## src/rtl/nway_cache_control_pkg.sv

```systemverilog
// Shared types and defaults for the N-way write-back cache controller.
package nway_cache_control_pkg;

    localparam int DEFAULT_WAYS = 4;
    localparam int DEFAULT_SETS = 8;

    typedef logic [15:0]  lc3b_word;
    typedef logic [127:0] cache_line;

    typedef enum logic [1:0] {
        IDLE,
        WRITEBACK,
        ALLOCATE,
        RESPOND
    } cache_ctrl_state_t;

endpackage

```

## src/rtl/nway_cache_control_plru_tree.sv

```systemverilog
// Per-set tree pseudo-LRU: heap-ordered node bits (node n has children 2n+1 and 2n+2).
// A node bit of 0 steers the victim walk to the lower half of its subtree.
module plru_tree
    import nway_cache_control_pkg::*;
#(
    parameter int WAYS = DEFAULT_WAYS,
    parameter int SETS = DEFAULT_SETS,
    localparam int INDEX_W = $clog2(SETS),
    localparam int WAY_W   = $clog2(WAYS)
) (
    input  logic               clk,
    input  logic               rst_n,
    input  logic [INDEX_W-1:0] set_idx,
    input  logic               touch_en,
    input  logic [WAY_W-1:0]   touch_way,
    output logic [WAY_W-1:0]   victim_way
);

    logic [WAYS-2:0] tree [SETS];
    logic [WAYS-2:0] row;
    logic [WAYS-2:0] row_next;

    assign row = tree[set_idx];

    // Walk from the root following node bits; each level yields one victim bit, MSB first.
    always_comb begin : victim_walk
        logic [WAY_W-1:0] node;
        victim_way = '0;
        node       = '0;
        for (int lvl = 0; lvl < WAY_W; lvl++) begin
            victim_way[WAY_W-1-lvl] = row[node];
            node = WAY_W'(2 * node + 1 + row[node]);
        end
    end

    // Point every node on the path to touch_way away from it.
    always_comb begin : touch_path
        logic [WAY_W-1:0] node;
        logic             dir;
        row_next = row;
        node     = '0;
        dir      = 1'b0;
        for (int lvl = 0; lvl < WAY_W; lvl++) begin
            dir            = touch_way[WAY_W-1-lvl];
            row_next[node] = ~dir;
            node           = WAY_W'(2 * node + 1 + dir);
        end
    end

    // Tree storage; the touched row is written back on the clock after the touch cycle.
    // NOTE: this array is a handful of flops, not a RAM, so it is cleared by the async reset like any other state.
    always_ff @(posedge clk or negedge rst_n) begin
        if (!rst_n) begin
            for (int s = 0; s < SETS; s++) begin
                tree[s] <= '0;
            end
        end else if (touch_en) begin
            tree[set_idx] <= row_next;
        end
    end

endmodule

```

## src/rtl/nway_cache_control.sv

```systemverilog
// N-way set-associative write-back cache controller: hit handling, victim
// writeback, line fill and array strobe generation for the datapath.
module nway_cache_control
    import nway_cache_control_pkg::*;
#(
    parameter int WAYS = DEFAULT_WAYS,
    parameter int SETS = DEFAULT_SETS,
    localparam int INDEX_W = $clog2(SETS),
    localparam int WAY_W   = $clog2(WAYS)
) (
    input  logic               clk,
    input  logic               rst_n,
    input  logic               mem_read,
    input  logic               mem_write,
    input  logic [1:0]         mem_byte_enable,
    input  logic [INDEX_W-1:0] set_idx,
    input  logic [WAYS-1:0]    hit_way,
    input  logic [WAYS-1:0]    valid_way,
    input  logic [WAYS-1:0]    dirty_way,
    input  logic               pmem_resp,
    output logic               mem_resp,
    output logic               pmem_read,
    output logic               pmem_write,
    output logic               pmemmux_sel,
    output logic               rwmux_sel,
    output logic               stbwritemux_sel,
    output logic [WAY_W-1:0]   way_sel,
    output logic [WAYS-1:0]    data_write,
    output logic [WAYS-1:0]    tag_write,
    output logic [WAYS-1:0]    valid_write,
    output logic [WAYS-1:0]    dirty_write,
    output logic               dirty_in
);

    cache_ctrl_state_t state, state_next;

    logic [WAY_W-1:0] victim_q;
    logic [WAY_W-1:0] plru_victim;
    logic [WAY_W-1:0] hit_idx;
    logic [WAY_W-1:0] free_idx;
    logic [WAY_W-1:0] victim_sel;
    logic [WAY_W-1:0] touch_way;
    logic             any_free;
    logic             touch_en;
    logic             latch_victim;

    logic req, hit, wr_data, single_byte, victim_dirty;

    assign req          = mem_read | mem_write;
    assign hit          = |hit_way;
    assign wr_data      = mem_write && (mem_byte_enable != 2'b00);
    assign single_byte  = (mem_byte_enable == 2'b01) || (mem_byte_enable == 2'b10);
    assign victim_sel   = any_free ? free_idx : plru_victim;
    assign victim_dirty = valid_way[victim_sel] & dirty_way[victim_sel];

    function automatic logic [WAYS-1:0] onehot(input logic [WAY_W-1:0] w);
        onehot    = '0;
        onehot[w] = 1'b1;
    endfunction

    // Lowest hitting way and lowest invalid way (scan downward so the lowest index wins).
    always_comb begin
        hit_idx  = '0;
        free_idx = '0;
        any_free = 1'b0;
        for (int i = WAYS - 1; i >= 0; i--) begin
            if (hit_way[i]) hit_idx = WAY_W'(i);
            if (!valid_way[i]) begin
                free_idx = WAY_W'(i);
                any_free = 1'b1;
            end
        end
    end

    plru_tree #(.WAYS(WAYS), .SETS(SETS)) u_plru (
        .clk        (clk),
        .rst_n      (rst_n),
        .set_idx    (set_idx),
        .touch_en   (touch_en),
        .touch_way  (touch_way),
        .victim_way (plru_victim)
    );

    // State register and victim latch.
    // NOTE: clocked state uses non-blocking assignments so every register samples pre-edge values.
    always_ff @(posedge clk or negedge rst_n) begin
        if (!rst_n) begin
            state    <= IDLE;
            victim_q <= '0;
        end else begin
            state <= state_next;
            if (latch_victim) victim_q <= victim_sel;
        end
    end

    // Next-state and Mealy outputs; everything is forced low while reset is asserted.
    // NOTE: every output gets a default before the case so no path leaves a latch behind.
    always_comb begin
        state_next      = state;
        mem_resp        = 1'b0;
        pmem_read       = 1'b0;
        pmem_write      = 1'b0;
        pmemmux_sel     = 1'b0;
        rwmux_sel       = 1'b0;
        stbwritemux_sel = 1'b0;
        way_sel         = '0;
        data_write      = '0;
        tag_write       = '0;
        valid_write     = '0;
        dirty_write     = '0;
        dirty_in        = 1'b0;
        touch_en        = 1'b0;
        touch_way       = '0;
        latch_victim    = 1'b0;
        if (rst_n) begin
            unique case (state)
                IDLE: begin
                    if (req && hit) begin
                        mem_resp  = 1'b1;
                        way_sel   = hit_idx;
                        touch_en  = 1'b1;
                        touch_way = hit_idx;
                        if (wr_data) begin
                            rwmux_sel       = 1'b1;
                            stbwritemux_sel = single_byte;
                            data_write      = onehot(hit_idx);
                            dirty_write     = onehot(hit_idx);
                            dirty_in        = 1'b1;
                        end
                    end else if (req) begin
                        latch_victim = 1'b1;
                        state_next   = victim_dirty ? WRITEBACK : ALLOCATE;
                    end
                end
                WRITEBACK: begin
                    pmem_write  = 1'b1;
                    pmemmux_sel = 1'b1;
                    way_sel     = victim_q;
                    if (pmem_resp) state_next = ALLOCATE;
                end
                ALLOCATE: begin
                    pmem_read = 1'b1;
                    way_sel   = victim_q;
                    if (pmem_resp) begin
                        data_write  = onehot(victim_q);
                        tag_write   = onehot(victim_q);
                        valid_write = onehot(victim_q);
                        dirty_write = onehot(victim_q);
                        state_next  = RESPOND;
                    end
                end
                RESPOND: begin
                    mem_resp   = 1'b1;
                    way_sel    = victim_q;
                    touch_en   = 1'b1;
                    touch_way  = victim_q;
                    state_next = IDLE;
                    if (wr_data) begin
                        rwmux_sel       = 1'b1;
                        stbwritemux_sel = single_byte;
                        data_write      = onehot(victim_q);
                        dirty_write     = onehot(victim_q);
                        dirty_in        = 1'b1;
                    end
                end
                default: state_next = IDLE;
            endcase
        end
    end

endmodule

```

## config.mk

```make
export PLATFORM = sky130hd
export DESIGN_NAME = nway_cache_control
export DESIGN_NICKNAME = d
export VERILOG_FILES = /design/src/rtl/nway_cache_control_pkg.sv /design/src/rtl/nway_cache_control_plru_tree.sv /design/src/rtl/nway_cache_control.sv
export SDC_FILE = /design/constraint.sdc
export NUM_CORES = 1
export LEC_CHECK = 0
export CAP_MARGIN = 25
export CELL_PAD_IN_SITES_DETAIL_PLACEMENT = 1
export CELL_PAD_IN_SITES_GLOBAL_PLACEMENT = 2
export CORE_MARGIN = 2
export CORE_UTILIZATION = 30
export CTS_CLUSTER_DIAMETER = 50
export CTS_CLUSTER_SIZE = 14
export DETAILED_ROUTE_END_ITERATION = 8
export GPL_TIMING_DRIVEN = 0
export PLACE_DENSITY = 0.79
export SYNTH_ARGS = -nofsm -noshare
export SYNTH_HDL_FRONTEND = slang
export SYNTH_HIERARCHICAL = 1
export SYNTH_SLANG_ARGS = --single-unit
export TNS_END_PERCENT = 30
```

## constraint.sdc

```tcl
create_clock -name clk -period 5.35 [get_ports clk]
set_clock_uncertainty 0.05 [all_clocks]
set_input_delay 1.3375 -clock clk [delete_from_list [all_inputs] [get_ports clk]]
set_output_delay 1.3375 -clock clk [all_outputs]
set_load 0.01 [all_outputs]
```

==> run_results.csv <==
group,metric,value,unit
outcome,outcome,"completed",
timing,fmax,0.1993,GHz
yosys,synth_edf_count,0,
pwr,p_per_area,330.3,nW/um2
cells_and_area,postLayoutCoreUtil,0.4107,
timing,worstMarginPinSlew,0.7811,ns
timing,rsz0062_at_grt,"false",
timing,hold_slack,0.4450,ns
min_path,hp-start,"u_plru/tree[12]",
detailed_routing,drt_first_pass_iters,4,
worst_setup_path,crit_family,"buffers and inverters",
yosys,synthArstFlopShare,1.000,
pwr,p_leak,1.114,nW
yosys,avgSynthCellArea,9.416,um2
timing,slew_headroom,0.4793,
clock_network,clk-insertion-delay-late,0.27,ns
pwr,ir_drop,0.1493,mV
die,start_util,0.3152,
worst_setup_path,cpPeakStageDelay,0.52,ns
timing,setup_viol,0,
yosys,netlist_area,2024,um2
cells_and_area,final_cell_mix,"44 x clkdlybuf4s50_1, 28 x dfrtp_1, 25 x mux2i_1",
run,drv_cap,0,
worst_setup_path,r2r_cells,10,
pwr,total_power,0.8712,mW
worst_setup_path,cp.depth,9,
grt,grt_pass1_vias,1836,
clock_network,cts_tree,"done",
die,design.die.area,7421,um2
clock_network,clock-sinks,28,
worst_setup_path,critical_path.max_fanout,6,
die,io_pins,47,
yosys,synth_top_cells_by_area,"dfrtp_1 35%, mux2i_1 12%, o21ai_0 5.9%, ha_1 4.3%, nand2_1 3.9%",
timing,fin_crit,5.018,ns
die,dieHeight,86.15,um
yosys,synth_cell_types,45,
worst_setup_path,r2r-start,"state[1]",
timing,post-route-period-util,0.9379,
min_path,whs_path_depth,2,
worst_setup_path,crit_buf_inv,4,
yosys,yosys_warnings,6,
grt,grt_pass1_wl,9.411,mm
detailed_routing,post_drt_wl_per_cell,16.35,um
worst_setup_path,slowest_stage,"clkdlybuf4s50_1",
yosys,yosys_most_used_dff,"dfrtp_1",
worst_setup_path,critPathMostFrequentCell,"clkdlybuf4s50_1",
die,dieWidth,86.15,um
timing,slew_violations,0,
grt,grt_max_degree,37,
detailed_routing,vias_per_cell,5.267,
worst_setup_path,worst_setup_path_start_kind,"input pin",
yosys,seq_area_frac_synth,0.3461,
worst_setup_path,cp-end-kind,"output port",
clock_network,clkTransAtPathRegs,0.10,ns
placement,dpl.hpwl,4.274,mm
yosys,syn_nets,244,
grt,antenna_found_initial,0,
yosys,postSynthCellCount,215,
clock_network,htree_levels,1,
clock_network,cts_root_buffer,"clkbuf_8",
grt,track_usage,0.1586,
die,fp.coreArea,6422,um2
cells_and_area,drive_above_1_share,0.1136,
detailed_routing,vias,1796,
min_path,min_path_type,"flip-flop to flip-flop",
worst_setup_path,critPathLaunch,"mem_byte_enable[0]",
detailed_routing,drc_errors,0,
cells_and_area,final_common_cell,"clkdlybuf4s50_1",
placement,dp_slack,0.3270,ns
cells_and_area,num-nets-final,294,
detailed_routing,wirelength,5.574,mm
yosys,synth-seq-cells,28,
placement,port_buffers,45,
worst_setup_path,crit_chain,"clkdlybuf4s50_1 > inv_1 > ha_1 > nor2b_1 > a22o_1 > nand3_1 > a21oi_1 > buf_4 > clkdlybuf4s50_1",
worst_setup_path,criticalPathCategory,"input pin to output port",
die,row_count,29,
clock_network,clockBufferDepth,2,
grt,grt_overflow_total,0,
cells_and_area,num_antenna_cells,0,
clock_network,cts_setup_buffers,0,
cells_and_area,areaGrowthSynthToFinish,30.28,%
detailed_routing,ant_nets,0,
clock_network,cts_hold_buf,0,
yosys,synth_top_area_cell,"dfrtp_1",
worst_setup_path,worstPathArrival,3.63,ns
clock_network,cts.repair.resized,0,
worst_setup_path,cp.required,3.96,ns
yosys,synth_top_area_frac,0.3461,
clock_network,cts_inserted_buffers,3,
detailed_routing,drt_iter0_drc,144,
timing,hold_viol_final,0,
timing,setup_slack,0.3321,ns
placement,routabilityCongestion,0.7730,
## per-layer routing
metal  track usage  part of all wire
met1        0.2370              0.51
met4       0.02597            0.0041
met5             0                 0
met3       0.02502             0.032
met2        0.2452              0.45
## worst reg2reg max path: stages (launching register included)
cell and delay, ns:
dfrtp_1 0.42, inv_1 0.16, ha_1 0.18, clkbuf_2 0.20, o21a_1 0.17, a21oi_1 0.07
nor2_1 0.24, clkbuf_1 0.29, nor4b_2 0.64, mux2i_1 0.24, o21ai_0 0.09
## final timing paths
| path | endpoint | slack (ns) |
|---|---|---|
| hold reg to reg | u_plru/tree[12] | 0.45 |
| hold / removal | u_plru/tree[12] | 0.45 |
| setup reg to reg | u_plru/tree[22] | 2.49 |
| max in group asynchronous | u_plru/tree[16] | 3.68 |
| setup / recovery | dirty_write[1] | 0.33 |
| min in group asynchronous | victim_q[1] | 1.08 |
## cell usage after synthesis, types with 2 or more instances
cell and instances:
nor3_1 5, nand4b_1 4, dfrtp_1 28, inv_1 12, a21oi_1 5, mux2_2 2, o21ai_0 24, mux4_2 3
and4bb_2 3, buf_4 10, a32oi_1 2, ha_1 7, nand3_1 3, nor2_1 13, nand2_1 21, nand2b_1 2
mux2i_1 25, and2_1 5, nor2b_1 3, clkbuf_1 6, o31ai_1 8
## where the power goes
group | switching, mW | internal, mW
clock | 0.0687 | 0.100
sequential | 0.0420 | 0.281
combinational | 0.199 | 0.180
total | 0.310 | 0.562
## per-stage QoR
step / instance area [um2] / instances / setup TNS (ns)
3_3_place_gp: 2571 / 337 / -5.158
6_report: 2638 / 341 / 0
5_1_grt: 2638 / 341 / 0
3_5_place_dp: 2566 / 337 / 0
4_1_cts: 2638 / 341 / 0
2_1_floorplan: 2024 / 215 / 0
## flip-flops by register name, summed over array words and instances, names as in the netlist
name         cells
u_plru/tree     24
victim_q         2
state            2
## cell type report
type | instances | area (um2)
Fill cell | 729 | 3785
Multi-Input combinational cell | 155 | 1141
Sequential cell | 28 | 700.7
Timing Repair Buffer | 45 | 445.4
Buffer | 20 | 137.6
Tap cell | 77 | 96.34
Inverter | 12 | 45.04
Clock buffer | 3 | 41.29
Clock inverter | 1 | 30.03
## kinds of logic after synthesis
logic type               after synthesis  share of synthesized area
AND/OR/NAND/NOR                       67                     0.1836
AO/OA/AOI/OAI                         50                     0.1558
flip-flops                            28                     0.3461
buffers and inverters                 32                    0.09023
adder cells (fa/ha/maj)                7                    0.04326
multiplexers                          31                     0.1811
Power figures use the tool's default switching activity.
